===== config.mk =====
export PLATFORM = sky130hd
export DESIGN_NAME = sync_debounce
export DESIGN_NICKNAME = d
export VERILOG_FILES = /design/src/rtl/sync_debounce_pkg.sv /design/src/rtl/sync_debounce_bit.sv /design/src/rtl/sync_debounce.sv
export SDC_FILE = /design/constraint.sdc
export NUM_CORES = 1
export LEC_CHECK = 0
export BUFFER_PORTS_ARGS = -buffer_cell sky130_fd_sc_hd__buf_4
export CORE_MARGIN = 2
export CORE_UTILIZATION = 45
export CTS_CLUSTER_SIZE = 20
export DETAILED_ROUTE_END_ITERATION = 8
export SLEW_MARGIN = 10
export SYNTH_ARGS = -nofsm -noshare
export SYNTH_HDL_FRONTEND = slang
export SYNTH_SLANG_ARGS = --single-unit

===== constraint.sdc =====
create_clock -name clk -period 3.68 [get_ports clk]
set_clock_uncertainty 0.15 [all_clocks]
set_input_delay 0.368 -clock clk [delete_from_list [all_inputs] [get_ports clk]]
set_output_delay 0.368 -clock clk [all_outputs]
set_load 0.02 [all_outputs]

===== src/rtl/sync_debounce_pkg.sv =====
// Shared constants and helpers for the sync_debounce block.
//
// DEBOUNCE_10MS : default accept count, 10 ms of stable input at 50 MHz.
// cnt_width()   : per-bit counter width, max(1, $clog2(count)).
package sync_debounce_pkg;

  localparam int unsigned DEBOUNCE_10MS = 500000;

  // A count of 1 or 2 still needs one counter bit; $clog2(1) would give 0.
  function automatic int unsigned cnt_width(input int unsigned count);
    return (count <= 2) ? 1 : $clog2(count);
  endfunction

endpackage


===== src/rtl/sync_debounce_bit.sv =====
// One-bit debouncer: counts consecutive clocks on which the synchronized input
// differs from the stable level and accepts the new level on the COUNT-th one.
//
// Ports:
//   clk   clock
//   rst   synchronous active-low reset
//   i     synchronized input bit
//   o     debounced stable level (INIT at reset)
//   rise  registered one-clock pulse, o went 0->1
//   fall  registered one-clock pulse, o went 1->0
//   take  combinational: this bit accepts a change at the next posedge; the
//         top registers the OR of these into chg so it lines up with rise/fall
module sync_debounce_bit #(
  parameter int unsigned COUNT = 4,
  parameter int unsigned CW    = 2,
  parameter logic        INIT  = 1'b0
) (
  input  logic clk,
  input  logic rst,
  input  logic i,
  output logic o,
  output logic rise,
  output logic fall,
  output logic take
);

  localparam logic [CW-1:0] CntLast = CW'(COUNT - 1);

  logic [CW-1:0] cnt_q, cnt_d;
  logic          lvl_q, lvl_d;
  logic          rise_q, rise_d;
  logic          fall_q, fall_d;
  logic          take_d;

  always_comb begin
    cnt_d  = '0;
    lvl_d  = lvl_q;
    rise_d = 1'b0;
    fall_d = 1'b0;
    take_d = 1'b0;
    // A match clears the count, so a glitch shorter than COUNT restarts it.
    if (i != lvl_q) begin
      if (cnt_q == CntLast) begin
        lvl_d  = i;
        rise_d = i;
        fall_d = ~i;
        take_d = 1'b1;
      end else begin
        cnt_d = cnt_q + CW'(1);
      end
    end
  end

  always_ff @(posedge clk) begin
    if (!rst) begin
      cnt_q  <= '0;
      lvl_q  <= INIT;
      rise_q <= 1'b0;
      fall_q <= 1'b0;
    end else begin
      cnt_q  <= cnt_d;
      lvl_q  <= lvl_d;
      rise_q <= rise_d;
      fall_q <= fall_d;
    end
  end

  assign o    = lvl_q;
  assign rise = rise_q;
  assign fall = fall_q;
  assign take = take_d;

endmodule


===== src/rtl/sync_debounce.sv =====
// Debounce and edge-detect stage for already-synchronized slow inputs
// (console switches, buttons, status lines). Each bit is independent.
//
// Ports:
//   clk   clock, single domain
//   rst   synchronous active-low reset
//   i     [WIDTH] synchronized inputs
//   o     [WIDTH] debounced levels, INIT at reset
//   rise  [WIDTH] one-clock pulse per bit on 0->1 of o
//   fall  [WIDTH] one-clock pulse per bit on 1->0 of o
//   chg   OR of all rise/fall pulses, registered in the same clock
module sync_debounce
  import sync_debounce_pkg::*;
#(
  parameter int unsigned     WIDTH = 1,
  parameter logic [WIDTH-1:0] INIT = '0,
  parameter int unsigned     COUNT = DEBOUNCE_10MS
) (
  input  logic             clk,
  input  logic             rst,
  input  logic [WIDTH-1:0] i,
  output logic [WIDTH-1:0] o,
  output logic [WIDTH-1:0] rise,
  output logic [WIDTH-1:0] fall,
  output logic             chg
);

  localparam int unsigned CW = cnt_width(COUNT);

  logic [WIDTH-1:0] take;
  logic             chg_q, chg_d;

  for (genvar n = 0; n < WIDTH; n++) begin : g_bit
    sync_debounce_bit #(
      .COUNT(COUNT),
      .CW   (CW),
      .INIT (INIT[n])
    ) u_bit (
      .clk  (clk),
      .rst  (rst),
      .i    (i[n]),
      .o    (o[n]),
      .rise (rise[n]),
      .fall (fall[n]),
      .take (take[n])
    );
  end

  always_comb begin
    chg_d = |take;
  end

  always_ff @(posedge clk) begin
    if (!rst) begin
      chg_q <= 1'b0;
    end else begin
      chg_q <= chg_d;
    end
  end

  assign chg = chg_q;

endmodule

Word-level counts from Yosys, hierarchy flattened
Index checks and enable logic that the tools add are counted.
- reduce and logical (&&, ||, !) cells: 4
- equality and inequality tests: 2
- add/subtract/negate cells: 1
- multiplexer cells: 1
- bitwise gates (word level): 3
- operators with widths (cell ; count):
    $add 19x1->19 const B ; 1
    $eq 19x19->1 const B ; 1
    $reduce_and 2->1 ; 2
    $not 1->1 ; 3
    $reduce_and 3->1 ; 1
    $reduce_or 3->1 ; 1
    $mux 1 ; 1
    $ne 1x1->1 ; 1
- logic and storage cells: 16
- input bits: 3
- flip-flop bits (word level): 23

Longest topological paths before layout
- word-level depth: 3
- depth in mapped cells: 6

Hierarchy
A second synthesis with hierarchy kept.
- cells, all modules: 116
- area, all modules: 1041.0 µm²
- by module, submodules not included (module ; instances ; sequential area each (µm²) ; cells each ; area each (µm²)):
    sync_debounce_bit ; 1 ; 440.4 ; 114 ; 1014.7
    sync_debounce ; 1 ; 20.0 ; 2 ; 26.3

Worst setup path before layout
OpenSTA, ideal clock, no wires.
- path type: register to register
- from: register g_bit[0].u_bit.cnt_q[0]
- to: register g_bit[0].u_bit.cnt_q[10]
- slack: 1643 ps
- stages on the path, launching flop included: 7
- path buffers: 1
- clock period less this slack: 2037 ps
- data required time: 3413 ps
- arrival time: 1770 ps
- cell sequence: dfxtp_1 ha_1 and4_1 nand3_1 o31ai_1 buf_2 nor2_1
- longest elaborated chain between the ends: 2
- elaborated cells on any way between the ends: 3
- those cells by class: add/sub (1); eq/ne (1); reduce/logical (1)
- ends and longest elaborated chain (item ; line ; text):
    start, declared ; sync_debounce_bit.sv:29 ; logic [CW-1:0] cnt_q, cnt_d;
    start signal, assigned ; sync_debounce_bit.sv:61 ; cnt_q <= cnt_d;
    branches (longest 2 deep; another with $add 19x1->19) ; - ;
Parallel ways; which one is timed is not known.
A chain may end at the register's enable or synchronous reset.

Worst setup path after layout
Ends and elaborated chain as after synthesis.

==> qor.csv <==
stage,metric,value,unit
min_path,min_path_cells,2,
synthesis,yosysUniqueCellTypes,26,
global_route,grt.overflow.total,0,
synthesis,synth_seq_area_share,46.0,%
synthesis,synth_async_sr_flop_share,0,%
global_route,use_met2,25.5,%
clocking,cts_tree,built,
critical_path,end_kind,register,
floorplanning,start_util,46.6,%
synthesis,ys_ff_latch,23,
critical_path,worstSetupStartpointType,register,
routing,routed_wl,1.86,mm
sta,rsz0062_at_grt,false,
floorplanning,die_y,51.2,um
global_route,grt_pass1_vias,745,
synthesis,ys.flop_type,dfxtp_1,
sta,setup_viol_count_final,0,
critical_path,critPathBufInv,1,
floorplanning,core-area,0.00215,sq mm
run_status,status,completed,
global_route,grt_util_met1,22.8,%
sta,worst_pin_slew,0.826,ns
critical_path,cp_cell_sequence,ha_1 -> and4_1 -> nand3_1 -> o31ai_1 -> buf_4 -> nor2_1,
routing,detail-route-antenna-nets,0,
placed_design,portBuffers,6,
pwr,ir_worst_vdd,0.225,mV
synthesis,yosysWarnings,0,
sta,finalHoldViolCount,0,
synthesis,syn_area,0.00100,sq mm
min_path,min_from,i,
global_route,grt_usage,17.0,%
pwr,power.leakage,0.346,nW
floorplanning,die_x,51.2,um
critical_path,slowest_stage,o31ai_1,
sta,fin_crit,2.41,ns
synthesis,synth_nets,119,
floorplanning,rows,17,
placed_design,hpwl,1.38,mm
clocking,clock-sinks,23,
global_route,antenna_found_initial,0,
pwr,power.density,342,mW/mm^2
critical_path,arrival,2.47,ns
layout,final_nets,127,
clocking,clk_pin_slew_worst_paths,0.13,ns
synthesis,syn_area_per_cell,8.70,sq um
global_route,use_met3,3.51,%
sta,setup-tns-final,0,ns
critical_path,reg2reg_to,g_bit[0].u_bit.cnt_q[10],
critical_path,critical_path_class,reg -> reg,
routing,routedWlPerCell,12.4,um
clocking,ctsHoldBuffers,0,
synthesis,syn-instance-count,115,
flow_run,cap_violations,0,
synthesis,synth_edf_count,0,
clocking,root_buffer,clkbuf_4,
sta,clock.fmax,415,MHz
clocking,cts_htree_levels,1,
sta,finalCritPeriodShare,65.5,%
critical_path,slowest_delay,0.69,ns
layout,drive_gt1_share,12.3,%
layout,diodes,0,
global_route,busiest_layer,met2,
pwr,power.total,0.376,mW
min_path,hold_class,in -> reg,
sta,maxSlewViolCount,0,
critical_path,r2r_cells,6,
routing,drc,0,
critical_path,regToRegSetupSlack,1.27,ns
floorplanning,ioPinCount,7,
routing,drt-pass1-iter-count,4,
critical_path,worstPathRequired,3.74,ns
routing,drt_iter0_drc,10,
clocking,cts_buffers,3,
routing,vias_per_cell,5.41,
layout,layout_commonest_cell,dfxtp_1,
sta,max_slew_margin,44.4,%
clocking,post_cts_resized,0,
layout,final_cell_mix,"dfxtp_1 (23), nor2_1 (15), nand2_1 (13)",
clocking,postCtsSetupBuffers,0,
layout,area_delta_synth_final,9.75,%
global_route,grt_pass1_wl,3.29,mm
clocking,clk_latency,0.31,ns
global_route,grt_max_degree,14,
critical_path,path_delay_family,compound AO/OA/AOI/OAI gates,
clocking,clock_path_buffers,2,
routing,vias,812,
critical_path,path_max_fanout,10,
placed_design,globalplace.congestion,0.765,
critical_path,r2r-start,g_bit[0].u_bit.cnt_q[0],
min_path,worstHoldEndpoint,g_bit[0].u_bit.fall,
floorplanning,dieArea,0.00262,sq mm
[kinds of logic (layout without fill, tap and decap cells)]
group,count (synthesis),after routing,share of synthesized area (%)
AO/OA/AOI/OAI,11,11,6.50
XOR/XNOR,13,13,11.4
adder cells (fa/ha/maj),1,1,1.25
buffers and inverters,5,12,2.12
flip-flops,23,23,46.0
multiplexers,1,1,1.00
AND/OR/NAND/NOR,61,61,31.8
[cell usage after synthesis (2+ instances only)]
master,number,area (sq um)
o31ai_1,4,30.0
dfxtp_1,23,460
a21oi_1,5,25.0
or3_1,3,18.8
clkbuf_1,2,7.51
nand4_1,4,25.0
or4_1,4,30.0
nor4b_1,2,17.5
o21ai_0,2,10.0
buf_2,2,10.0
nor2_1,15,56.3
nor3_1,4,20.0
or2_2,2,12.5
xnor2_1,7,61.3
xor2_1,6,52.6
nor4_1,3,18.8
nand2_1,13,48.8
nand3_1,6,30.0
[registers in the layout, indices dropped and copies added, names as in the netlist]
signal	flops
g_bit.u_bit.o	1
chg	1
g_bit.u_bit.rise	1
g_bit.u_bit.fall	1
g_bit.u_bit.cnt_q	19
[metrics by stage]
| step | setup slack, ns | utilization (%) | cells | hold WS [ns] | cell area, sq um |
|---|---|---|---|---|---|
| final | 1.27 | 51.1 | 150 | 0.0816 | 1100 |
| after global routing | 1.14 | 51.1 | 150 | 0.0663 | 1100 |
| after CTS | 1.27 | 51.1 | 150 | 0.0746 | 1100 |
| after detailed placement | 1.29 | 49.9 | 146 | 0.325 | 1070 |
| after global placement | 1.43 | 49.9 | 146 | 0.314 | 1070 |
| after floorplan | 1.64 | - | 115 | 0.291 | 1000 |
[worst register-to-register path, cell delays in order, from the launching register on]
cell     delay [ns]
dfxtp_1        0.42
ha_1           0.25
and4_1         0.32
nand3_1        0.12
o31ai_1        0.69
buf_4          0.30
nor2_1         0.06
[where the power goes]
group          internal [mW]  total (mW)  switching (mW)
Sequential             0.250       0.251         0.00134
Clock                 0.0406       0.115          0.0740
Combinational        0.00386     0.00980         0.00594
[worst max path at each step]
| stage | start | endpoint | slack, ns | depth (start not counted) |
|---|---|---|---|---|
| global route | g_bit[0].u_bit.cnt_q[0] | g_bit[0].u_bit.cnt_q[10] | 1.14 | 6 |
| finish | g_bit[0].u_bit.cnt_q[0] | g_bit[0].u_bit.cnt_q[10] | 1.27 | 6 |
| detailed placement | g_bit[0].u_bit.cnt_q[0] | g_bit[0].u_bit.cnt_q[6] | 1.29 | 6 |
| global placement | g_bit[0].u_bit.cnt_q[0] | g_bit[0].u_bit.cnt_q[6] | 1.43 | 6 |
| floorplan | g_bit[0].u_bit.cnt_q[0] | g_bit[0].u_bit.cnt_q[10] | 1.64 | 6 |
| CTS | g_bit[0].u_bit.cnt_q[0] | g_bit[0].u_bit.cnt_q[6] | 1.27 | 6 |
[layout make-up]
class / instances / area (sq um)
Multi-Input combinational cell: 87 / 519
Clock inverter: 1 / 5.00
Clock buffer: 3 / 22.5
Sequential cell: 23 / 460
Tap cell: 28 / 35.0
Fill cell: 211 / 1050
Inverter: 1 / 3.75
Timing Repair Buffer: 7 / 52.6
[routing by layer]
| layer | up-vias | routed length [um] |
|---|---|---|
| li1 | 417 | - |
| met1 | 383 | 909 |
| met2 | 7 | 876 |
| met3 | 5 | 30 |
| met4 | 0 | 41 |
| met5 | - | 0 |
No activity file was read; power rests on OpenSTA's default activity.
